**src/rtl/phase_seq_scheduler.sv**
```systemverilog
// Sweeps one phase-measurement engine over Va, Vb, Vc and latches each result.
// Define PHASE_SETTLE_EN to hold SETTLE_CYC cycles after every channel switch.
module phase_seq_scheduler #(
  parameter int M          = 14,
  parameter int TIMEOUT    = 1000,
  parameter int SETTLE_CYC = 4
) (
  input  logic                clk,
  input  logic                rst,
  input  logic                en,
  input  logic signed [M-1:0] Vref,
  input  logic signed [M-1:0] Va,
  input  logic signed [M-1:0] Vb,
  input  logic signed [M-1:0] Vc,
  output logic signed [M-1:0] meas_vref,
  output logic signed [M-1:0] meas_vin,
  output logic                meas_start,
  input  logic                meas_done,
  input  logic [15:0]         meas_phase,
  output logic [15:0]         phase_a,
  output logic [15:0]         phase_b,
  output logic [15:0]         phase_c,
  output logic [2:0]          valid,
  output logic [2:0]          timeout_err,
  output logic                busy,
  output logic                sweep_done
);

  if (TIMEOUT < 1 || TIMEOUT > 65535 ||
      SETTLE_CYC < 1 || SETTLE_CYC > 255) begin : g_bad_param
    $error("phase_seq_scheduler: parameter out of range");
  end

  typedef enum logic [2:0] {
    IDLE,
    START,
    WAIT,
    STORE,
    NEXT
`ifdef PHASE_SETTLE_EN
    , SETTLE
`endif
  } state_e;

  localparam logic [15:0] WAIT_LAST = 16'(TIMEOUT - 1);

`ifdef PHASE_SETTLE_EN
  localparam logic [7:0] SETTLE_LAST = 8'(SETTLE_CYC - 1);
  localparam state_e     LAUNCH      = SETTLE;
  logic [7:0] settle_q, settle_d;
`else
  localparam state_e     LAUNCH      = START;
`endif

  state_e      state_q, state_d;
  logic [1:0]  ch_q, ch_d;
  logic [15:0] wait_q, wait_d;
  logic [15:0] pa_q, pa_d;
  logic [15:0] pb_q, pb_d;
  logic [15:0] pc_q, pc_d;
  logic [2:0]  valid_q, valid_d;
  logic [2:0]  terr_q, terr_d;
  logic [2:0]  sel;

  assign sel = 3'b001 << ch_q;

  always_comb begin
    state_d    = state_q;
    ch_d       = ch_q;
    wait_d     = wait_q;
    pa_d       = pa_q;
    pb_d       = pb_q;
    pc_d       = pc_q;
    valid_d    = valid_q;
    terr_d     = terr_q;
    meas_start = 1'b0;
    sweep_done = 1'b0;
`ifdef PHASE_SETTLE_EN
    settle_d   = '0;
`endif
    unique case (state_q)
      IDLE: begin
        if (en) begin
          ch_d    = '0;
          state_d = LAUNCH;
        end
      end
`ifdef PHASE_SETTLE_EN
      SETTLE: begin
        if (settle_q == SETTLE_LAST) state_d = START;
        else settle_d = settle_q + 8'd1;
      end
`endif
      START: begin
        meas_start = 1'b1;
        wait_d     = '0;
        state_d    = WAIT;
      end
      WAIT: begin
        // done has priority over an expiring timeout in the same cycle
        if (meas_done) begin
          if (sel[0]) pa_d = meas_phase;
          if (sel[1]) pb_d = meas_phase;
          if (sel[2]) pc_d = meas_phase;
          valid_d = valid_q | sel;
          terr_d  = terr_q & ~sel;
          state_d = STORE;
        end else if (wait_q == WAIT_LAST) begin
          valid_d = valid_q & ~sel;
          terr_d  = terr_q | sel;
          state_d = NEXT;
        end else begin
          wait_d = wait_q + 16'd1;
        end
      end
      STORE: state_d = NEXT;
      NEXT: begin
        if (ch_q == 2'd2) begin
          sweep_done = 1'b1;
          ch_d       = '0;
          state_d    = en ? LAUNCH : IDLE;
        end else begin
          ch_d    = ch_q + 2'd1;
          state_d = LAUNCH;
        end
      end
      default: state_d = IDLE;
    endcase
  end

  always_ff @(posedge clk or posedge rst) begin
    if (rst) begin
      state_q  <= IDLE;
      ch_q     <= '0;
      wait_q   <= '0;
      pa_q     <= '0;
      pb_q     <= '0;
      pc_q     <= '0;
      valid_q  <= '0;
      terr_q   <= '0;
`ifdef PHASE_SETTLE_EN
      settle_q <= '0;
`endif
    end else begin
      state_q  <= state_d;
      ch_q     <= ch_d;
      wait_q   <= wait_d;
      pa_q     <= pa_d;
      pb_q     <= pb_d;
      pc_q     <= pc_d;
      valid_q  <= valid_d;
      terr_q   <= terr_d;
`ifdef PHASE_SETTLE_EN
      settle_q <= settle_d;
`endif
    end
  end

  always_comb begin
    case (ch_q)
      2'd1:    meas_vin = Vb;
      2'd2:    meas_vin = Vc;
      default: meas_vin = Va;
    endcase
  end

  assign meas_vref   = Vref;
  assign phase_a     = pa_q;
  assign phase_b     = pb_q;
  assign phase_c     = pc_q;
  assign valid       = valid_q;
  assign timeout_err = terr_q;
  assign busy        = (state_q != IDLE);

endmodule

```
**config.mk**
```make
export PLATFORM = sky130hd
export DESIGN_NAME = phase_seq_scheduler
export DESIGN_NICKNAME = d
export VERILOG_FILES = /design/src/rtl/phase_seq_scheduler.sv
export SDC_FILE = /design/constraint.sdc
export NUM_CORES = 1
export LEC_CHECK = 0
export CAP_MARGIN = 5
export CORE_UTILIZATION = 45
export DETAILED_ROUTE_END_ITERATION = 8
export PLACE_DENSITY = 0.9
export SYNTH_ARGS = -nofsm -noshare
export SYNTH_HDL_FRONTEND = slang
export SYNTH_SLANG_ARGS = --single-unit
```
**constraint.sdc**
```tcl
create_clock -name clk -period 8.1 [get_ports clk]
set_input_delay 2.43 -clock clk [delete_from_list [all_inputs] [get_ports clk]]
set_output_delay 2.43 -clock clk [all_outputs]
set_load 0.02 [all_outputs]
```
==> summary.txt, run 1 <==
fin. max-slew vios: 0
switching pwr: 0.763 mW
Initial Util: 46.3%
Post-synth EDFFs: 0
Worst VDD drop: 318 uV
setup bufs post-CTS: 0
Tightest Hold Check Type: reg -> reg
detailed placement HPWL: 6600 um
leakage power: 2.16 nW
Flop pwr share: 30.8%
Syn-to-layout area delta: 42.5%
routed vias/inst: 5.75
status: complete, no violations
RD Place Congestion: 0.814
Multi-input gate area: 1480 um^2
RSZ-0062 raised after global routing: no
total grt overflow: 0
first-pass GRT wire length: 15,600 um
final hold vios: 0
pre-CTS WS: 1.81 ns
Antenna diodes: 0
Die Area: 8320 um^2
setup ws final: 1.80 ns
r2r setup slk: 5.03 ns
slew margin rel.: 29.7%
CP startpoint kind: input port
Placed Instance Area: 4860 um^2
Clk pwr share: 17.4%
Reg2Reg Depth: 4
Vert. Die Dim: 91.2 um
clock buffer depth: 2
Synthesis Warnings: 0
die width: 91.2 um
final critical-path required period: 6.30 ns
Mapped Cells: 318
Initial DRC Count: 314
number of H-tree levels: 3
worst hold stages: 1
cts repair resizes: 0
Util after Layout: 66.0%
Reg clk slew, reported paths: 0.07 ns
PwrDens: 389 nW/um^2
top-level port count: 161
Hold-fix buffers, CTS: 0
FMAX: 159 MHz
Critical Path Fanout Max: 1
Seq cells post-synth: 75
# Max-Cap Violations: 0
drt wl/cell: 18.1 um
worst-margin pin slew: 1.05 ns
FF-to-FF Start: state_q[2]$_DFFE_PP0P_
vias in the first global route: 3,117
most frequent cells in the layout: clkdlybuf4s50_1 (132), dfrtp_1 (75), mux2_2 (47)
core area: 7730 um^2
most common cell after layout, fill and taps aside: clkdlybuf4s50_1
setup violators final: 0
ys flop type: dfrtp_1
critical path class: in -> out
drt first pass iters: 5
largest net degree at the start of global routing: 76
setup_tns: 0 ns
via count: 3,094
Mean Syn Cell Area: 11.3 um^2
Post-synth ARST share: 100%
Sw Ratio: 38.4%
Post-Syn Area: 3580 um^2
Final Power: 1.99 mW
clk sinks: 75
fillcell total: 523
initial antenna violation count: 0
Syn Nets: 398
Seq/Total Area, Yosys: 52.4%
layout cells sized above 1: 15.8%
IO Port Bufs: 132
reg-to-reg endpoint: phase_b[3]$_DFFE_PP0P_
DRC: 0
crit path capture type: output pin
row cnt: 32
Antenna Violating Nets Remaining: 0
register area: 1880 um^2
CTS Buf Count: 9
P_int: 1.22 mW
required time worst endpoint: 5.67 ns
DRT Wirelength: 9750 um
clk_lat worst skew: 0.35 ns
Final nets: 512
Cell variety after synth: 45
CP arrival: 3.87 ns
Worst Skew: 0.0111 ns
Tot GR Track Use: 24.0%
CTS tree: yes
final non-filler cell area: 5100 um^2
crit share post-route: 77.7%
clock root buffer master: clkbuf_8
Comb power frac: 51.7%
[cell families after synthesis]
logic type,share of synthesized area (%)
simple gates,8.81
fa+ha+maj,1.40
mux,15.4
compound gates,15.7
flops,52.4
buf+inv,6.32
[per-stage QoR]
step	std cells	hold WS [ns]
6_report	538	0.502
5_1_grt	538	0.520
4_1_cts	538	0.503
3_5_place_dp	523	0.482
3_3_place_gp	523	0.473
2_1_floorplan	318	0.454
[critical path: stages]
cell	delay, ns
clkdlybuf4s50_1	0.48
a22oi_1	0.08
a21oi_1	0.22
clkdlybuf4s50_1	0.66
[per-layer routing]
layer	track usage, %	share of wire (%)	up-vias
li1	-	-	1391
met1	27.8	38	1508
met2	39.9	51	174
met3	8.71	9.2	21
met4	10.3	2.6	0
met5	0	0	-
[synth_stat cells (2+ instances only)]
library cell / number / share of area [%]
a21o_1: 2 / 0.42
o21a_1: 5 / 1.0
clkbuf_1: 12 / 1.3
and3_1: 4 / 0.70
a32o_1: 2 / 0.56
o21ai_0: 10 / 1.4
buf_4: 14 / 2.9
inv_1: 14 / 1.5
nor4_1: 2 / 0.35
buf_1: 2 / 0.21
mux2_2: 47 / 15
a31oi_1: 20 / 3.5
a22oi_1: 14 / 2.9
nor3_1: 4 / 0.56
dfrtp_1: 75 / 52
or3_1: 2 / 0.35
nand3_1: 6 / 0.84
a41oi_1: 3 / 0.73
ha_1: 4 / 1.4
nor2_1: 22 / 2.3
nand2_1: 9 / 0.94
nand4_1: 5 / 0.87
a21oi_1: 18 / 2.5
[area by class of cell]
class	instances	share of cell area, %
sequential	75	36.8
multi-input combinational	199	29.0
timing repair buffer	133	26.0
clock buffer	11	2.77
tap	102	2.50
clock inverter	4	1.94
inverter	14	1.03
[state kept, by name, summed over array words and instances, names as in the netlist, named ones only]
name     count
ch_q         2
phase_c     16
phase_a     16
wait_q      16
phase_b     16
state_q      3
[power groups by stage]
stage               Clock [mW]  Sequential [mW]  Combinational [mW]
CTS                      0.350            0.612                1.03
global route             0.365            0.628                1.08
detailed placement           0            0.613                1.01
global placement             0            0.599               0.991
floorplan                    0            0.753               0.406
finish                   0.346            0.612                1.03
[how the worst max path moves through the flow]
stage,cells past startpoint,slack (ns),to,startpoint
floorplan,2,2.79,meas_vin[11],Vb[11]
detailed placement,4,1.81,meas_vin[8],Vb[8]
global route,4,1.78,meas_vin[1],Vb[1]
CTS,4,1.81,meas_vin[8],Vb[8]
finish,4,1.80,meas_vin[8],Vb[8]
global placement,4,1.87,meas_vin[0],Vb[0]
Power figures use the tool's default switching activity.
==> inputs of run 2 (changes only) <==
CORE_UTILIZATION = 38   (was 45)
PLACE_DENSITY = 0.81   (was 0.9)
clock period = 5.6 ns   (was 8.1 ns; I/O delays follow)
==> run 2 against run 1 <==
- non-clock buffer count increased by 1
- global-route usage shrank 4.6 points
- die area is 18% higher
- clock power up 39%
- first-iteration DRC count shrank 41%
- core utilization down 10 points
- final cell count rose by 2.0%
- worst setup slack worse by 0.95 ns
- design area rose by 0.44%
- clock-buffer cell count decreased by 1
- hold slack hardly changed
==> summary.txt, run 2 (synthesis results as in run 1) <==
status: complete, no violations
required time worst endpoint: 3.92 ns
fillcell total: 755
clock root buffer master: clkbuf_8
drt first pass iters: 4
# Max-Cap Violations: 0
fin. max-slew vios: 0
setup bufs post-CTS: 0
vias in the first global route: 2,983
RSZ-0062 raised after global routing: no
critical path class: in -> out
Tot GR Track Use: 19.3%
busiest layer in global routing: met2
routed vias/inst: 5.39
Final nets: 513
worst-margin pin slew: 1.02 ns
crit path capture type: output pin
top-level port count: 161
IO Port Bufs: 132
Worst Skew: 0.0117 ns
final hold vios: 0
Antenna Violating Nets Remaining: 0
Critical Path Fanout Max: 1
FMAX: 211 MHz
die width: 99.1 um
layout cells sized above 1: 16.4%
cts repair resizes: 0
Worst VDD drop: 307 uV
Antenna diodes: 0
PwrDens: 550 nW/um^2
drt wl/cell: 16.6 um
leakage power: 2.17 nW
Comb power frac: 51.8%
most common cell after layout, fill and taps aside: clkdlybuf4s50_1
total grt overflow: 0
P_int: 1.73 mW
clk sinks: 75
Initial DRC Count: 184
Sw Ratio: 38.6%
Syn-to-layout area delta: 43.2%
DRT Wirelength: 9100 um
row cnt: 35
GRT met2 Usage: 31.7%
CTS tree: yes
initial antenna violation count: 0
Initial Util: 38.9%
first-pass GRT wire length: 15,000 um
DRC: 0
RD Place Congestion: 0.790
setup_tns: 0 ns
Final Power: 2.82 mW
switching pwr: 1.09 mW
setup violators final: 0
clock buffer depth: 2
largest net degree at the start of global routing: 56
Hold-fix buffers, CTS: 0
clk_lat worst skew: 0.36 ns
slew margin rel.: 31.9%
number of H-tree levels: 3
most frequent cells in the layout: clkdlybuf4s50_1 (132), dfrtp_1 (75), mux2_2 (47)
Reg2Reg Depth: 4
Die Area: 9820 um^2
CTS Buf Count: 9
via count: 2,959
Clk pwr share: 17.0%
Vert. Die Dim: 99.1 um
core area: 9200 um^2
worst hold stages: 1
grt met3 use: 5.60%
CP startpoint kind: input port
Reg clk slew, reported paths: 0.09 ns
Flop pwr share: 31.1%
final critical-path required period: 4.74 ns
CP arrival: 3.06 ns
detailed placement HPWL: 6400 um
crit share post-route: 84.7%
Tightest Hold Check Type: reg -> reg
M1 GR Usage: 24.2%
==> run 2: changes by cell type in the layout (fill, tap and decap cells not counted), sizes merged <==
cell,change
buf,+1
clkinvlp,+1
bufinv,-1
clkinv,-1
clkbuf,-1
inv,+3
==> run 2: routing by layer <==
layer,up-vias,wire (um)
met5,-,0
met2,93,4690
met4,0,101
li1,1387,-
met3,10,502
met1,1469,3810
==> run 2: through the flow <==
stage	cell area, um^2	std cells	hold slack [ns]	setup WS, ns	utilization (%)
2_1_floorplan	3580	318	0.454	1.79	-
3_3_place_gp	4870	532	0.476	0.875	53.0
3_5_place_dp	4870	532	0.483	0.872	53.0
4_1_cts	5110	548	0.502	0.861	55.5
5_1_grt	5130	549	0.530	0.793	55.7
6_report	5130	549	0.502	0.857	55.7
==> run 2: critical path, cell delays in order <==
cell and delay, ns:
clkdlybuf4s50_1 0.48, a22oi_1 0.10, a21oi_1 0.19, clkdlybuf4s50_1 0.62
==> run 2: worst paths after layout <==
path,start,endpoint,slack (ns)
setup / recovery,Vc[6],meas_vin[6],0.86
hold / removal,flop,flop,0.50
setup reg to reg,state_q[2]$_DFFE_PP0P_,phase_a[14]$_DFFE_PP0P_,2.51
hold reg to reg,flop,flop,0.50
max in group asynchronous,rst,phase_a[0]$_DFFE_PP0P_,3.07
min in group asynchronous,rst,phase_b[11]$_DFFE_PP0P_,1.66
==> run 2: power groups by stage <==
stage                     Sequential, mW  Combinational (mW)  Clock, mW
final                              0.877                1.46      0.480
after global routing               0.904                1.56      0.513
after CTS                          0.878                1.47      0.490
after detailed placement           0.884                1.46          0
after global placement             0.872                1.43          0
after floorplan                     1.09               0.587          0
==> run 2: final cells by class <==
type                    count  area [um^2]  area share (%)
inverters                  14         52.6            1.03
well taps                 111          139            2.71
multi-input cells         199         1480            28.8
clock buffers              10          138            2.68
clock inverters             6         93.8            1.83
flip-flops and latches     75         1880            36.6
repair buffers            134         1350            26.3
